--- src/rtl/lcd_pkg.sv ---
// Shared sizes and FSM encoding for the LCD character buffer.
// No ports; imported by lcd_char_buffer.
package lcd_pkg;

    localparam int LCD_CHARS  = 32;
    localparam int LCD_POS_W  = 5;
    localparam int LCD_CHAR_W = 8;

    typedef enum logic [1:0] {
        ST_SCAN  = 2'd0,
        ST_OFFER = 2'd1,
        ST_CLEAR = 2'd2
    } lcd_state_e;

endpackage

--- src/rtl/lcd_char_buffer.sv ---
// 2x16 LCD character store with dirty tracking; a scan pointer offers
// changed characters one at a time to an LCD driver over valid/ready.
// Ports: clk, sysrst (async, active-high), update/position/char_in (write),
//   char_valid/char_ready/char_pos/char_code (offer), busy.
// Build option LCD_BUF_CLEAR_EN adds input clear and a 32-cycle clear walk.
module lcd_char_buffer
    import lcd_pkg::*;
#(
    parameter logic [LCD_CHAR_W-1:0] CLR_CHAR = 8'h20
) (
    input  logic                  clk,
    input  logic                  sysrst,
    input  logic                  update,
    input  logic [LCD_POS_W-1:0]  position,
    input  logic [LCD_CHAR_W-1:0] char_in,
`ifdef LCD_BUF_CLEAR_EN
    input  logic                  clear,
`endif
    output logic                  char_valid,
    input  logic                  char_ready,
    output logic [LCD_POS_W-1:0]  char_pos,
    output logic [LCD_CHAR_W-1:0] char_code,
    output logic                  busy
);

    localparam logic [LCD_POS_W-1:0] LAST_POS = LCD_POS_W'(LCD_CHARS - 1);

    lcd_state_e                state_q, state_d;
    logic [LCD_POS_W-1:0]      ptr_q, ptr_d;
    logic                      valid_q, valid_d;
    logic [LCD_POS_W-1:0]      pos_q, pos_d;
    logic [LCD_CHAR_W-1:0]     code_q, code_d;
    logic [LCD_CHARS-1:0]      dirty_q, dirty_d;
    logic [LCD_CHAR_W-1:0]     store_q [LCD_CHARS];
    logic [LCD_CHAR_W-1:0]     store_d [LCD_CHARS];
    logic                      wr_en;
`ifdef LCD_BUF_CLEAR_EN
    logic                      pend_q, pend_d;
`endif

    always_comb begin
        state_d = state_q;
        ptr_d   = ptr_q;
        valid_d = valid_q;
        pos_d   = pos_q;
        code_d  = code_q;
        dirty_d = dirty_q;
        store_d = store_q;
        wr_en   = update;
`ifdef LCD_BUF_CLEAR_EN
        pend_d  = pend_q;
`endif
        unique case (state_q)
            ST_SCAN: begin
`ifdef LCD_BUF_CLEAR_EN
                if (clear) begin
                    state_d = ST_CLEAR;
                    ptr_d   = '0;
                end else
`endif
                if (dirty_q[ptr_q]) begin
                    // Latch the pre-edge code; a same-edge write to this
                    // entry re-sets dirty below so it is offered again.
                    pos_d          = ptr_q;
                    code_d         = store_q[ptr_q];
                    dirty_d[ptr_q] = 1'b0;
                    valid_d        = 1'b1;
                    state_d        = ST_OFFER;
                end else begin
                    ptr_d = ptr_q + 1'b1;
                end
            end
            ST_OFFER: begin
`ifdef LCD_BUF_CLEAR_EN
                if (clear) pend_d = 1'b1;
`endif
                if (char_ready) begin
                    valid_d = 1'b0;
                    ptr_d   = ptr_q + 1'b1;
                    state_d = ST_SCAN;
`ifdef LCD_BUF_CLEAR_EN
                    if (pend_q || clear) begin
                        state_d = ST_CLEAR;
                        ptr_d   = '0;
                        pend_d  = 1'b0;
                    end
`endif
                end
            end
`ifdef LCD_BUF_CLEAR_EN
            ST_CLEAR: begin
                // Pointer doubles as the clear index; wrapping 31->0
                // leaves it at 0 for the repaint scan.
                wr_en          = 1'b0;
                store_d[ptr_q] = CLR_CHAR;
                dirty_d[ptr_q] = 1'b1;
                ptr_d          = ptr_q + 1'b1;
                if (ptr_q == LAST_POS) state_d = ST_SCAN;
            end
`endif
            default: begin
                state_d = ST_SCAN;
            end
        endcase
        if (wr_en) begin
            store_d[position] = char_in;
            dirty_d[position] = 1'b1;
        end
    end

    always_ff @(posedge clk or posedge sysrst) begin
        if (sysrst) begin
            state_q <= ST_SCAN;
            ptr_q   <= '0;
            valid_q <= 1'b0;
            pos_q   <= '0;
            code_q  <= '0;
            dirty_q <= '1;
            for (int i = 0; i < LCD_CHARS; i++) store_q[i] <= CLR_CHAR;
`ifdef LCD_BUF_CLEAR_EN
            pend_q  <= 1'b0;
`endif
        end else begin
            state_q <= state_d;
            ptr_q   <= ptr_d;
            valid_q <= valid_d;
            pos_q   <= pos_d;
            code_q  <= code_d;
            dirty_q <= dirty_d;
            for (int i = 0; i < LCD_CHARS; i++) store_q[i] <= store_d[i];
`ifdef LCD_BUF_CLEAR_EN
            pend_q  <= pend_d;
`endif
        end
    end

    assign char_valid = valid_q;
    assign char_pos   = pos_q;
    assign char_code  = code_q;
    assign busy       = (|dirty_q) | (state_q != ST_SCAN);

endmodule
--- config.mk ---
export PLATFORM = sky130hd
export DESIGN_NAME = lcd_char_buffer
export DESIGN_NICKNAME = d
export VERILOG_FILES = /design/src/rtl/lcd_pkg.sv /design/src/rtl/lcd_char_buffer.sv
export SDC_FILE = /design/constraint.sdc
export NUM_CORES = 1
export LEC_CHECK = 0
export CORE_ASPECT_RATIO = 1.4
export CORE_MARGIN = 3
export CORE_UTILIZATION = 65
export DETAILED_ROUTE_END_ITERATION = 16
export PLACE_DENSITY = 0.88
export REMOVE_ABC_BUFFERS = 1
export SLEW_MARGIN = 20
export SYNTH_ARGS = -nofsm -noshare
export SYNTH_HDL_FRONTEND = slang
export SYNTH_SLANG_ARGS = --single-unit
--- constraint.sdc ---
create_clock -name clk -period 28.5 [get_ports clk]
set_clock_uncertainty 0.15 [all_clocks]
set_input_delay 7.125 -clock clk [delete_from_list [all_inputs] [get_ports clk]]
set_output_delay 7.125 -clock clk [all_outputs]
set_load 0.005 [all_outputs]
Yosys cells after proc, flatten, opt, wreduce, memory -nomap -nowiden

Index checks and enable logic that the tools add are counted.

Add/sub/neg operators: 1
$mul: 0
Divide/modulo/power cells: 0
Magnitude comparators: 7
Equality and inequality tests: 4
Shift operators: 0
Mux-type cells: 24
Bitwise gates (word level): 6
Reduce and logical (&&, ||, !) cells: 11

Operator list:

| kind                  | count |
|---|---|
| $bwmux W256           | 1 |
| $mux W32              | 3 |
| $bmux W8 S5           | 1 |
| $demux W8 S5          | 1 |
| $and A32 B32 Y32      | 1 |
| $not A32 Y32          | 1 |
| $or A32 B32 Y32       | 1 |
| $reduce_or A32 Y1     | 1 |
| $mux W8               | 3 |
| $ge A6 B6 Y1 const B  | 2 |
| $lt A5 B6 Y1 const B  | 2 |
| $not A5 Y6            | 2 |
| $demux W1 S5          | 2 |
| $ge A5 B1 Y1 const B  | 2 |
| $mux W5               | 2 |
| $pmux W5 S2           | 1 |
| $lt A6 B1 Y1 const B  | 1 |
| $ne A2 B2 Y1 const B  | 3 |
| $reduce_and A3 Y1     | 2 |
| $add A5 B1 Y5 const B | 1 |
| $bmux W1 S5           | 1 |
| $mux W1               | 5 |
| $mux W2               | 2 |
| $pmux W2 S2           | 1 |
| 7 further kinds       | 11 |

Bits in registers: 309
Latch bits: 0
Memory bits (writable): 0
Bits in read-only memories: 0
Input bits: 17
Output and inout bits: 15
Memories: 0

Depth between registers and ports, before layout

Gate-level depths: netlist of run 1.

Depth in word-level cells: 10
Mapped depth: 10

Worst setup path before layout of run 1

No wires, ideal clock.

Path kind: input -> register
Start point: input position[1]
End point: register store_q[159] in the netlist's numbering
Arrival time: 8.552 ns
Slack: 19.673 ns
Stages on the path: 5
Buffers on the path: 2
Cells stage by stage: clkbuf_1 or3b_2 clkbuf_1 nor2_2 mux2_2

Word-level cells in the longest chain between the ends: 6

Ends and longest elaborated chain:

| what                                                               | RTL line               | text |
|---|---|---|
| start: declaration                                                 | lcd_char_buffer.sv:14  | `input logic [LCD_POS_W-1:0] position,` |
| $not A5 Y6 (not written as such) *                                 | lcd_char_buffer.sv:106 | `store_d[position] = char_in;` |
| $ge A6 B6 Y1 (not written as such) or $lt A6 B1 Y1 (tied branches) | lcd_char_buffer.sv:106 |  |
| $logic_and A1 B1 Y1 (not written as such)                          | lcd_char_buffer.sv:106 |  |
| $mux W8 (not written as such)                                      | lcd_char_buffer.sv:106 |  |
| $demux W8 S5 *                                                     | lcd_char_buffer.sv:106 |  |
| $bwmux W256 *                                                      | lcd_char_buffer.sv:106 |  |
| end: declaration                                                   | lcd_char_buffer.sv:34  | `logic [LCD_CHAR_W-1:0] store_q [LCD_CHARS];` |

Mark *: on every way between the ends. The rest lies on a longest branch, timed or not.
A chain may end at the register's enable or synchronous reset.

Worst setup path after layout of run 1

Start point: register dirty_q[28]
End point: output busy

Word-level cells in the longest chain between the ends: 2

Ends and longest elaborated chain:

| what                     | RTL line               | text |
|---|---|---|
| start: declaration       | lcd_char_buffer.sv:33  | `logic [LCD_CHARS-1:0] dirty_q, dirty_d;` |
| start signal: assignment | lcd_char_buffer.sv:129 | `dirty_q <= dirty_d;` |
| $reduce_or A32 Y1        | lcd_char_buffer.sv:140 | `assign busy = (\|dirty_q) \| (state_q != ST_SCAN);` |
| $or A1 B1 Y1             | lcd_char_buffer.sv:140 |  |
| end: declaration         | lcd_char_buffer.sv:23  | `output logic busy` |

No other way between the ends.

==> run summary, run 1 <==
The endpoint arrival time on the critical path came out at 2430 ps. The starting density of the core is 66.78%. Setup violations remaining at the end of the flow were counted as 0.

The synthesized area per cell is about 15 µm². The maximum ir drop on the vdd rail is 51.55 µV. The main combinational cell family by area after synthesis is multiplexers. The horizontal die dimension came out at between 100 and 150 µm.

In the final routed layout, each cell accounts on average for about 26 µm. The tree is rooted in a sky130_fd_sc_hd__clkbuf_16. The number of enable-type register cells in the synthesized netlist came out at 0. The finished cells cover about 0.016 mm². The tool flagged a number of max-cap violations equal to 0.

After clock tree synthesis, the clock-pin slew on the worst setup and hold paths is 60 ps. The initial detailed-routing violation count is 973. TritonCTS created 28 clock buffers.

The clock tree from TritonCTS is yes. The detailed-routing iteration count for the pre-antenna-repair pass is 5. Setup repair after global routing left no endpoint under its margin. The first-pass GRT wire length is approximately 54 mm. The congestion estimate from routability-driven global placement came to 0.9393. The clock network is responsible for 25.5% of the overall power. The smallest clock period supported by the final layout is computed as just under 10000 ps. The required time reported for the critical path endpoint is 21230 ps. For this run, design rule violations remaining after detail routing come to 0. The total negative slack for setup checks is 0 ps. The synthesized netlist devotes 0.1842% of its cell area to XOR and XNOR gates. STA classifies the critical path startpoint as a register. The detailed router placed 8946 vias in this run. The area share of and/or/nand/nor cells after synthesis is 5.201%. The biggest area contributor in the post-synthesis netlist is sky130_fd_sc_hd__dfrtp_1. The area added between synthesis and finish is 9.980%. The total of buffers placed on input and output ports is 31. For the worst-skew pair, the clock arrives at the later sink with an insertion delay of 540 ps. The register area share after synthesis is between 50% and 60%.

The number of antenna violations at the first check in global routing came to 0. The worst setup path is of the reg -> out kind. The height of the die came out at 181.3 µm.

The placement row count is between 60 and 70. The worst setup path is captured at an output port. The worst slew margin relative to its limit is 18.22%. The measured slew at the worst slew-check pin came out at 1222 ps. The internal power summed over all cells is 0.001027 W. In this run the static leakage power is 6.669 nW. The post-route netlist has about half of its cells at a drive strength greater than 1. Yosys printed 0 warnings. Entering global routing, the biggest net connects 147 pins.

The flow ran to the end, and the final reports show no timing, DRC or antenna violations. The final layout contains routed wiring with a total length of 34.16 mm. In this run the most critical hold path is launched from char_code[1]$_DFFE_PP0P_. 0 antenna diodes ended up in the layout. The cell count of the worst hold path is 1. Net switching is between 30% and 40% of the power. The launching point of the worst reg2reg path is ptr_q[1]$_DFFE_PP0P_.

The instance area after placement is 0.01474 mm². The min-delay analysis places its worst path in the category reg -> reg. The level count of the clock H-tree is 1. The mux contribution to synthesized area came out at 32.74%. In the synthesized netlist the dominant register cell turns out to be sky130_fd_sc_hd__dfrtp_1.

The register-to-register setup slack is 24690 ps. The number of global-route vias before repair was ~9.4k. In the global route stage, overall resource usage came out at 29.08%.

The switching power is approximately 0.00048 W. The number of cells on the worst reg-to-reg path came out at 7. The number of nets with antenna violations after routing is 0. In this run, distinct cell masters in the synthesized netlist total 49. The die outline area is approximately 0.024 mm². The compound-cell area share of the yosys netlist came out at under 10%. The number of pins exceeding their max-slew limit in the final report came out at 0. The share of the clock period used by the worst path came out at 34.05%. Counting every instance in the synthesized netlist gives 979. The buffer count from post-CTS setup fixing is 0.

The post-synthesis adder-cell area fraction came out at less than 1%. The average via count per standard cell is 6.897. The quantity of hold-fixing buffers added after cts is 0.

The area share of the largest cell type after synthesis is 42.62%. The number of synthesized register bits is 307. The biggest fanout along the worst timing path is 3. The worst register-to-register path ends at char_code[6]$_DFFE_PP0P_. The final number of hold-violating endpoints was 0. The final layout net count is ~1k.

Power spread over the standard cell area amounts to 96.15 mW/mm². The number of top-level design ports came out at 32. The CTS sink count came out at 307. The sequential power share is 43.0%. The maximum root-to-sink buffer count came out at 3.

The floorplan step defined a core boundary enclosing 0.02136 mm². The half-perimeter wire length after placement came out at approximately 21 mm. For this run, asynchronously set or reset flops after synthesis account for 100.0%. The synthesized cell area came out at about 0.014 mm².

The number of gates resized after cts is 0. The highest attainable clock frequency is 103.1 MHz. Sorting the synthesized cells by area gives the leading types as sky130_fd_sc_hd__dfrtp_1 (43%), sky130_fd_sc_hd__mux2_2 (22%), sky130_fd_sc_hd__dfstp_2 (12%).

The total congestion overflow came out at 0. The path with the worst hold slack has its endpoint at char_code[1]$_DFFE_PP0P_. In this run, the combinational gates consume between 30% and 40% of the power.
cell usage after synthesis, drive strengths merged, types with 6 or more instances:
master  count
a21oi      34
a22oi      29
a41oi      17
buf        20
clkbuf     51
dfrtp     243
dfstp      64
inv         6
mux2      275
mux4       69
nand2      45
nand4       9
nor2       51
nor3b       7
nor4       11
sequential cells by signal, summed over array words and instances (netlist names):
register,flops
char_code,8
char_pos,5
char_valid,1
store_q,256
dirty_q,32
ptr_q,5
critical path: stages, from the launching register on:
cell	delay, ps
sky130_fd_sc_hd__dfstp_2	380
sky130_fd_sc_hd__nor4_1	480
sky130_fd_sc_hd__nand4_1	150
sky130_fd_sc_hd__nor4_1	260
sky130_fd_sc_hd__nand2_1	160
sky130_fd_sc_hd__clkdlybuf4s50_1	470
cell usage in the layout, fill, tap and decap left out, types with 5 or more instances in the layout:
cell	n
sky130_fd_sc_hd__nor2_2	5
sky130_fd_sc_hd__inv_1	5
sky130_fd_sc_hd__a21oi_1	33
sky130_fd_sc_hd__dfrtp_1	241
sky130_fd_sc_hd__a22oi_1	28
sky130_fd_sc_hd__clkbuf_1	6
sky130_fd_sc_hd__clkinv_2	9
sky130_fd_sc_hd__mux4_2	69
sky130_fd_sc_hd__nor2_1	46
sky130_fd_sc_hd__nor4_1	11
sky130_fd_sc_hd__clkdlybuf4s50_1	28
sky130_fd_sc_hd__nand2_1	45
sky130_fd_sc_hd__mux2_2	273
sky130_fd_sc_hd__a41oi_1	17
sky130_fd_sc_hd__dfstp_2	64
sky130_fd_sc_hd__nand4_1	9
sky130_fd_sc_hd__buf_4	13
sky130_fd_sc_hd__clkbuf_16	29
logic make-up (layout without fill, tap and decap cells):
kind of cell | Yosys count | in the layout
xor+xnor | 3 | 3
buf+inv | 77 | 103
simple gates | 149 | 149
flops | 307 | 307
fa+ha+maj | 4 | 4
mux | 346 | 346
compound gates | 93 | 93
metrics by stage:
| stage | cells | hold WS (ps) | utilization [%] | power, W | setup WS, ps |
|---|---|---|---|---|---|
| global placement | 1245 | 316.1 | 69.03 | 0.001097 | 18790 |
| floorplan | 908 | 323.9 | - | 0.0009682 | 12840 |
| CTS | 1297 | 351.9 | 73.41 | 0.001505 | 18840 |
| detailed placement | 1245 | 339.0 | 68.99 | 0.001117 | 18780 |
| finish | 1297 | 346.3 | 73.45 | 0.001509 | 18800 |
| global route | 1297 | 360.9 | 73.45 | 0.001570 | 18730 |
worst max-delay path by stage:
stage | startpoint | end | slack (ps) | depth (start not counted)
floorplan | sysrst | char_code[0]$_DFFE_PP0P_ | 12840 | 1
global route | dirty_q[28]$_DFF_PP1_ | busy | 18730 | 5
finish | dirty_q[28]$_DFF_PP1_ | busy | 18800 | 5
detailed placement | sysrst | ptr_q[0]$_DFFE_PP0P_ | 18780 | 3
global placement | position[3] | store_q[248]$_DFFE_PP0P_ | 18790 | 4
CTS | dirty_q[28]$_DFF_PP1_ | busy | 18840 | 5
area by class of cell:
type                    instances  area, µm²
repair buffers                 45      404.1
inverters                       6      30.03
clock inverters                13      142.6
fillers                      1252       5672
well taps                     292      365.4
flip-flops and latches        307       7770
clock buffers                  39      803.3
multi-input cells             595       6175
power groups by stage:
| stage | registers, W | clock network, W | logic [W] |
|---|---|---|---|
| 2_1_floorplan | 0.000644 | 0 | 0.000324 |
| 3_3_place_gp | 0.000643 | 0 | 0.000454 |
| 3_5_place_dp | 0.000650 | 0 | 0.000467 |
| 4_1_cts | 0.000645 | 0.000389 | 0.000471 |
| 5_1_grt | 0.000660 | 0.000406 | 0.000504 |
| 6_report | 0.000649 | 0.000385 | 0.000475 |
layer usage:
metal | vias up | part of all wire, % | wire [µm] | GRT usage [%]
met1 | 4642 | 38 | 12990 | 38.26
met2 | 504 | 49 | 16790 | 47.80
met3 | 125 | 7.8 | 2655 | 5.460
met4 | 0 | 5.0 | 1722 | 13.11
li1 | 3675 | - | - | -
met5 | - | 0 | 0 | 0
No activity file was read; power rests on OpenSTA's default activity.
==> run 2: changes to the inputs <==
Settings changed: CORE_UTILIZATION 65 to 62, PLACE_DENSITY 0.88 to 0.85.
Clock period 28.5 ns to 9.4 ns, I/O delays scaled along.
==> run 2 against run 1 <==
Core utilization shrank 4.0 points. Non-clock buffer count decreased by 3. Cell count rose by 0.62%. Critical endpoint unchanged. Largest cell class unchanged. Largest power group unchanged.
==> run summary, run 2 (synthesized netlist as in run 1, its figures left out) <==
The run finished with clean final reports. Setup repair after global routing left no endpoint under its margin. The share of the clock period used by the worst path is between 50% and 60%. The starting density of the core came out at 63.10%. The quantity of hold-fixing buffers added after cts came out at 0. In the layout the commonest cells are sky130_fd_sc_hd__mux2_2 (273), sky130_fd_sc_hd__dfrtp_1 (241), sky130_fd_sc_hd__mux4_2 (69), sky130_fd_sc_hd__dfstp_2 (64), sky130_fd_sc_hd__nor2_1 (47). The number of nets with antenna violations after routing is 0. The total of endpoints with negative setup slack in the final report is 0. CTS built an H-tree with a depth of 1. The number of global-route vias before repair came to about 9.2k. The CTS sink count came out at 307.

The global routing usage on met1 came out at 36.78%. Among cell families on the critical path, the largest total delay comes from simple AND/OR/NAND/NOR gates. STA classifies the critical path startpoint as a register.

The cell area power density is between 200 and 300 mW/mm². The worst hold path startpoint is char_code[0]$_DFFE_PP0P_. The largest net degree at the start of global routing came out at 185.

The half-perimeter wire length after placement is 21.22 mm. By startpoint and endpoint, the worst setup path is classified as reg -> out. For this run, design rule violations remaining after detail routing come to 0. The met3 track demand over resource in global routing came out at 3.867%. The instance area after placement came out at 0.01473 mm². The total of buffers placed on input and output ports is 31. The total non-filler cell area in the finished layout came out at 0.01570 mm². TritonCTS built the clock tree. The first detailed-routing pass took 9 iterations. The core footprint is 0.02261 mm².

The placement row count came out at 65. The smallest clock period supported by the final layout is computed as 5045 ps. Traced cell by cell, the critical path runs through nor4_1, nand4_1, nor4_1, nand2_1, clkdlybuf4s50_1. The horizontal die dimension is ~130 µm. The total routing usage reported by global routing is roughly 28%. Across the run, the number of max-cap violations was 0.

The first routing iteration left 858 violations. The biggest fanout along the worst timing path is 11. The highest attainable clock frequency is 198.2 MHz. The startpoint identified for the worst register-to-register timing path is ptr_q[0]$_DFFE_PP0P_. The placed cell count came out at 1251. The clock transition at the registers of the reported paths came out at 70 ps.

Counting the buffers created by CTS gives 29. Data on the critical path is required at its endpoint by 6900 ps. The final cell count without fillers is 1305. Cells with a size suffix above 1 make up 48.51% of the layout. The final number of hold-violating endpoints is 0. The last weighted congestion value of the routability-driven placer came out at 0.9241. The largest individual stage delay along the critical path comes from the cell sky130_fd_sc_hd__dfrtp_1. The number of antenna violations at the first check in global routing is 0.

The critical path's largest stage delay is 540 ps. The total congestion overflow is 0. Leaving out fill and tap cells, the most frequent cell in the layout is sky130_fd_sc_hd__mux2_2. In the global route stage, met2 resource usage came out at 47.30%. The area added between synthesis and finish is 10.02%. CTS placed an instance of sky130_fd_sc_hd__clkbuf_16 at the clock tree root. Across the VDD grid, the largest voltage drop is about 260 µV. The total detailed-routing wirelength is 34.17 mm.

Counting stages on the worst path, the most repeated cell is sky130_fd_sc_hd__nor4_1. The register with the most flip-flops in the final layout is store_q. The total inserted antenna cells is 0. The routed via count came out at 8802.

The worst slew margin relative to its limit came out at a little under a quarter. The number of filler cells placed in the layout is ~1.5k. The average via count per standard cell is 6.745. The clock reaches the later pin of the worst-skew pair after 560 ps. The count of buffering cells on the critical path with inverters included came out at 1. After detailed routing, the average wire length per cell comes to 26.18 µm. STA classifies the critical path endpoint as an output port. The number of flip-flops in the largest register came out at around 260. In this run the vertical extent of the chip is about 190 µm. The endpoint arrival time on the critical path came out at 2540 ps. The die outline area is roughly 0.025 mm².

In this run the most used layer during global routing was met2. The number of top-level design ports is 32. The leakage power of the design came out at 6.660 nW. The type of the tightest min-delay check is reg -> reg. The worst setup path startpoint is char_valid$_DFFE_PP0P_. After the last flow step, the layout net total stands at between 1k and 1.5k. Buffers added to address setup during post-CTS repair amount to 0. The maximum root-to-sink buffer count is 3.

The number of pins exceeding their max-slew limit in the final report came out at 0. Post-CTS repair changed the size of 0 cells. The first global-routing pass estimated 53.56 mm of wire. For the pin with the worst max-slew slack, the measured transition is between 1000 and 1500 ps.
run 2: metal layers:
layer / wire, µm / part of all wire [%]
met1: 13510 / 40
met2: 16830 / 49
met3: 2192 / 6.4
met4: 1636 / 4.8
met5: 0 / 0
run 2: final cells by class:
cell class | count | area [µm²] | area share [%]
repair buffers | 42 | 385.4 | 2.455
flip-flops and latches | 307 | 7770 | 49.51
clock inverters | 16 | 171.4 | 1.092
inverters | 6 | 30.03 | 0.1913
multi-input cells | 595 | 6172 | 39.33
well taps | 301 | 376.6 | 2.400
clock buffers | 38 | 789.5 | 5.030
run 2: path summary, 6_finish.rpt:
path                                       endpoint  slack (ps)  depth (start not counted)
setup / recovery                               busy        4360                          5
setup reg to reg               ptr_q[4]$_DFFE_PP0P_        5390                          7
hold reg to reg            char_code[0]$_DFFE_PP0P_         350                          1
min in group asynchronous  store_q[158]$_DFFE_PP0P_        2240                          2
hold / removal             char_code[0]$_DFFE_PP0P_         350                          1
max in group asynchronous      ptr_q[1]$_DFFE_PP0P_        5300                          3
run 2: through the flow:
stage	hold WS, ps	setup TNS (ps)	util [%]	total power, W	worst slack (ps)
6_report	346.0	0	69.42	0.004590	4355
2_1_floorplan	323.9	-360070	-	0.002936	-1482
5_1_grt	356.6	0	69.42	0.004771	4269
3_5_place_dp	329.9	0	65.16	0.003388	4448
3_3_place_gp	318.6	0	65.23	0.003335	4523
4_1_cts	344.6	0	69.41	0.004577	4503
run 2: power breakdown:
| part | switching, W | internal [W] | total, W |
|---|---|---|---|
| sequential | 0.000293 | 0.00169 | 0.00198 |
| combinational | 0.000679 | 0.000738 | 0.00142 |
| clock | 0.000512 | 0.000677 | 0.00119 |
| total | 0.00148 | 0.00311 | 0.00459 |
==> run 3: changes to the inputs <==
Settings changed: CORE_UTILIZATION 62 to 56, PLACE_DENSITY 0.85 to 0.81.
Clock period 9.4 ns to 4.5 ns, I/O delays scaled along.
==> run 3 against run 2 <==
Cell count grew 2.9%. Via count grew 0.72%. Register-to-register slack lost 4500 ps. Global-route usage shrank 2.7 points. Largest power group unchanged.
==> run summary, run 3 (synthesized netlist as in run 1, its figures left out) <==
The flow ran to the end, and the final reports show no timing, DRC or antenna violations. The number of nets with antenna violations after routing came out at 0. The number of pins exceeding their max-slew limit in the final report is 0. The global routing usage on met1 came out at around a third.

Setup repair after global routing left no endpoint under its margin. The wire length per cell came out at 25.08 µm. The leakage power of the design came out at 6.792 nW.

The number of design rule violations left after detail routing came out at 0. The number of gates resized after cts came out at 0. The share of the clock period used by the worst path came out at 82.48%. The horizontal die dimension is 140.9 µm. The quantity of hold-fixing buffers added after cts is 0. The initial detailed-routing violation count is 769.

The detailed-routing iteration count for the pre-antenna-repair pass came out at 5. Walking the worst path, the cells encountered are nor4_1, nand4_1, nor4_1, nand2_1, clkdlybuf4s50_1. IR analysis of the VDD net gives a maximum drop of 543.7 µV. The cell area power density is between 600 and 700 mW/mm². The met3 track demand over resource in global routing is 3.864%. The final layout net count came out at 1027.

The required time reported for the critical path endpoint is around 3200 ps. The number of global-route vias before repair was 9125. The clock transition at the registers of the reported paths came out at about 70 ps. The number of flip-flops in the largest register came out at 256. The number of top-level design ports is 32. The area added between synthesis and finish came out at 11.80%. The critical path's largest stage delay is 480 ps. The register bank with the most flops is store_q. The last weighted congestion value of the routability-driven placer came out at 0.9257. The final cell count without fillers is 1343. In this run the clock root is driven by a sky130_fd_sc_hd__clkbuf_16. The total detailed-routing wirelength is around 34 mm. The worst setup path is captured at an output port. TritonCTS built the clock tree. The tool flagged a number of max-cap violations equal to 0. Derived from the worst setup path, the maximum achievable clock frequency is 269.4 MHz. The element type at the critical path start is a register.

Detailed placement ended at an HPWL of 21.66 mm. The path class of the tightest hold or removal check is reg -> reg. The share of final-layout standard cells stronger than drive strength 1 came out at 49.03%. The region available for standard cell placement spans 0.02484 mm². The height of the die is 194.9 µm. The floorplan step defined a die boundary enclosing 0.02745 mm².

The level count of the clock H-tree is 1. Counting instances, the worst hold path has a depth of 1. The total of buffers placed on input and output ports came out at 31. The worst hold slack is 337.7 ps. The kind of cell with the highest combined delay along the critical path is simple AND/OR/NAND/NOR gates. The routed via count came out at roughly 8.9k. The endpoint arrival time on the critical path came out at 2440 ps.

The maximum root-to-sink buffer count is 3. The utilization after layout is 64.20%. Along the worst path, the maximum fanout reaches 3. The first-pass GRT wire length came out at between 50 and 60 mm. The placement row count is 68. The worst setup path is of the reg -> out kind. The total inserted antenna cells is 0. The measured slew at the worst slew-check pin is 1035 ps. The total congestion overflow came out at 0. CTS saw 307 sinks. The starting density of the core is 57.42%. Setup violations remaining at the end of the flow were counted as 0. In this run the post-CTS setup repair buffer count came out at 0. The critical-path cell with the highest stage delay is sky130_fd_sc_hd__clkdlybuf4s50_1. The final number of hold-violating endpoints is 0. Leaving out fill and tap cells, the most frequent cell in the layout is sky130_fd_sc_hd__mux2_2. The largest net degree at the start of global routing is 109. In the layout the commonest cells are sky130_fd_sc_hd__mux2_2 (273), sky130_fd_sc_hd__dfrtp_1 (241), sky130_fd_sc_hd__mux4_2 (69), sky130_fd_sc_hd__dfstp_2 (64), sky130_fd_sc_hd__nor2_1 (47). Counting cells, the worst reg-to-reg path comes to 6. For the final routed database, the setup TNS stands at 0 ps. The busiest metal layer after global routing is met2. The number of placed instances, taps included, is 1291. The count of cell instances traversed by the critical path came out at 5. The number of antenna violations at the first check in global routing came out at 0. The most frequent cell on the critical path is sky130_fd_sc_hd__nor4_1. The routing usage on met2 came out at approximately 40%. The worst pin sits at a relative slew slack of 30.83%. The clock latency at the later pin of the worst-skew pair is 570 ps. The total routing usage reported by global routing is ~25%. TritonCTS created 28 clock buffers. Counting I/O delays and the setup requirement, the final critical path takes 3712 ps. Using the TritonRoute via totals, the vias-per-cell ratio works out to 6.601. The count of buffering cells on the critical path with inverters included came out at 1.
[run 3: path summary, 6_finish.rpt]
| kind | startpoint | to | slack [ps] |
|---|---|---|---|
| min in group asynchronous | sysrst | store_q[73]$_DFFE_PP0P_ | 960 |
| min | char_code[0]$_DFFE_PP0P_ | char_code[0]$_DFFE_PP0P_ | 340 |
| max reg2reg | ptr_q[2]$_DFFE_PP0P_ | dirty_q[7]$_DFF_PP1_ | 890 |
| max in group asynchronous | sysrst | dirty_q[11]$_DFF_PP1_ | 2260 |
| max | dirty_q[28]$_DFF_PP1_ | busy | 790 |
| min reg2reg | char_code[0]$_DFFE_PP0P_ | char_code[0]$_DFFE_PP0P_ | 340 |
[run 3: where the power goes]
group / internal (W) / total [W] / switching [W]
sequential: 0.00353 / 0.00409 / 0.000560
clock: 0.00146 / 0.00249 / 0.00103
combinational: 0.00160 / 0.00306 / 0.00146
[run 3: layer usage]
layer  part of all wire, %  up-vias
li1                      -     3726
met1                    41     4703
met2                    49      358
met3                   6.5       78
met4                   4.3        0
met5                     0        -
[run 3: cell type report]
class	instances	area, µm²
sequential	307	7770
inverter	6	30.03
timing repair buffer	68	620.6
multi-input combinational	595	6166
fill	1818	8894
clock buffer	46	848.3
clock inverter	6	121.4
tap	315	394.1
[run 3: per-stage QoR]
stage | total power [W] | cell area [µm²] | setup WS [ps]
finish | 0.009642 | 15950 | 788.3
CTS | 0.009659 | 15960 | 813.1
global placement | 0.007060 | 14990 | 973.7
global route | 0.01007 | 15950 | 712.2
detailed placement | 0.007160 | 14990 | 917.8
floorplan | 0.006132 | 13950 | -5157
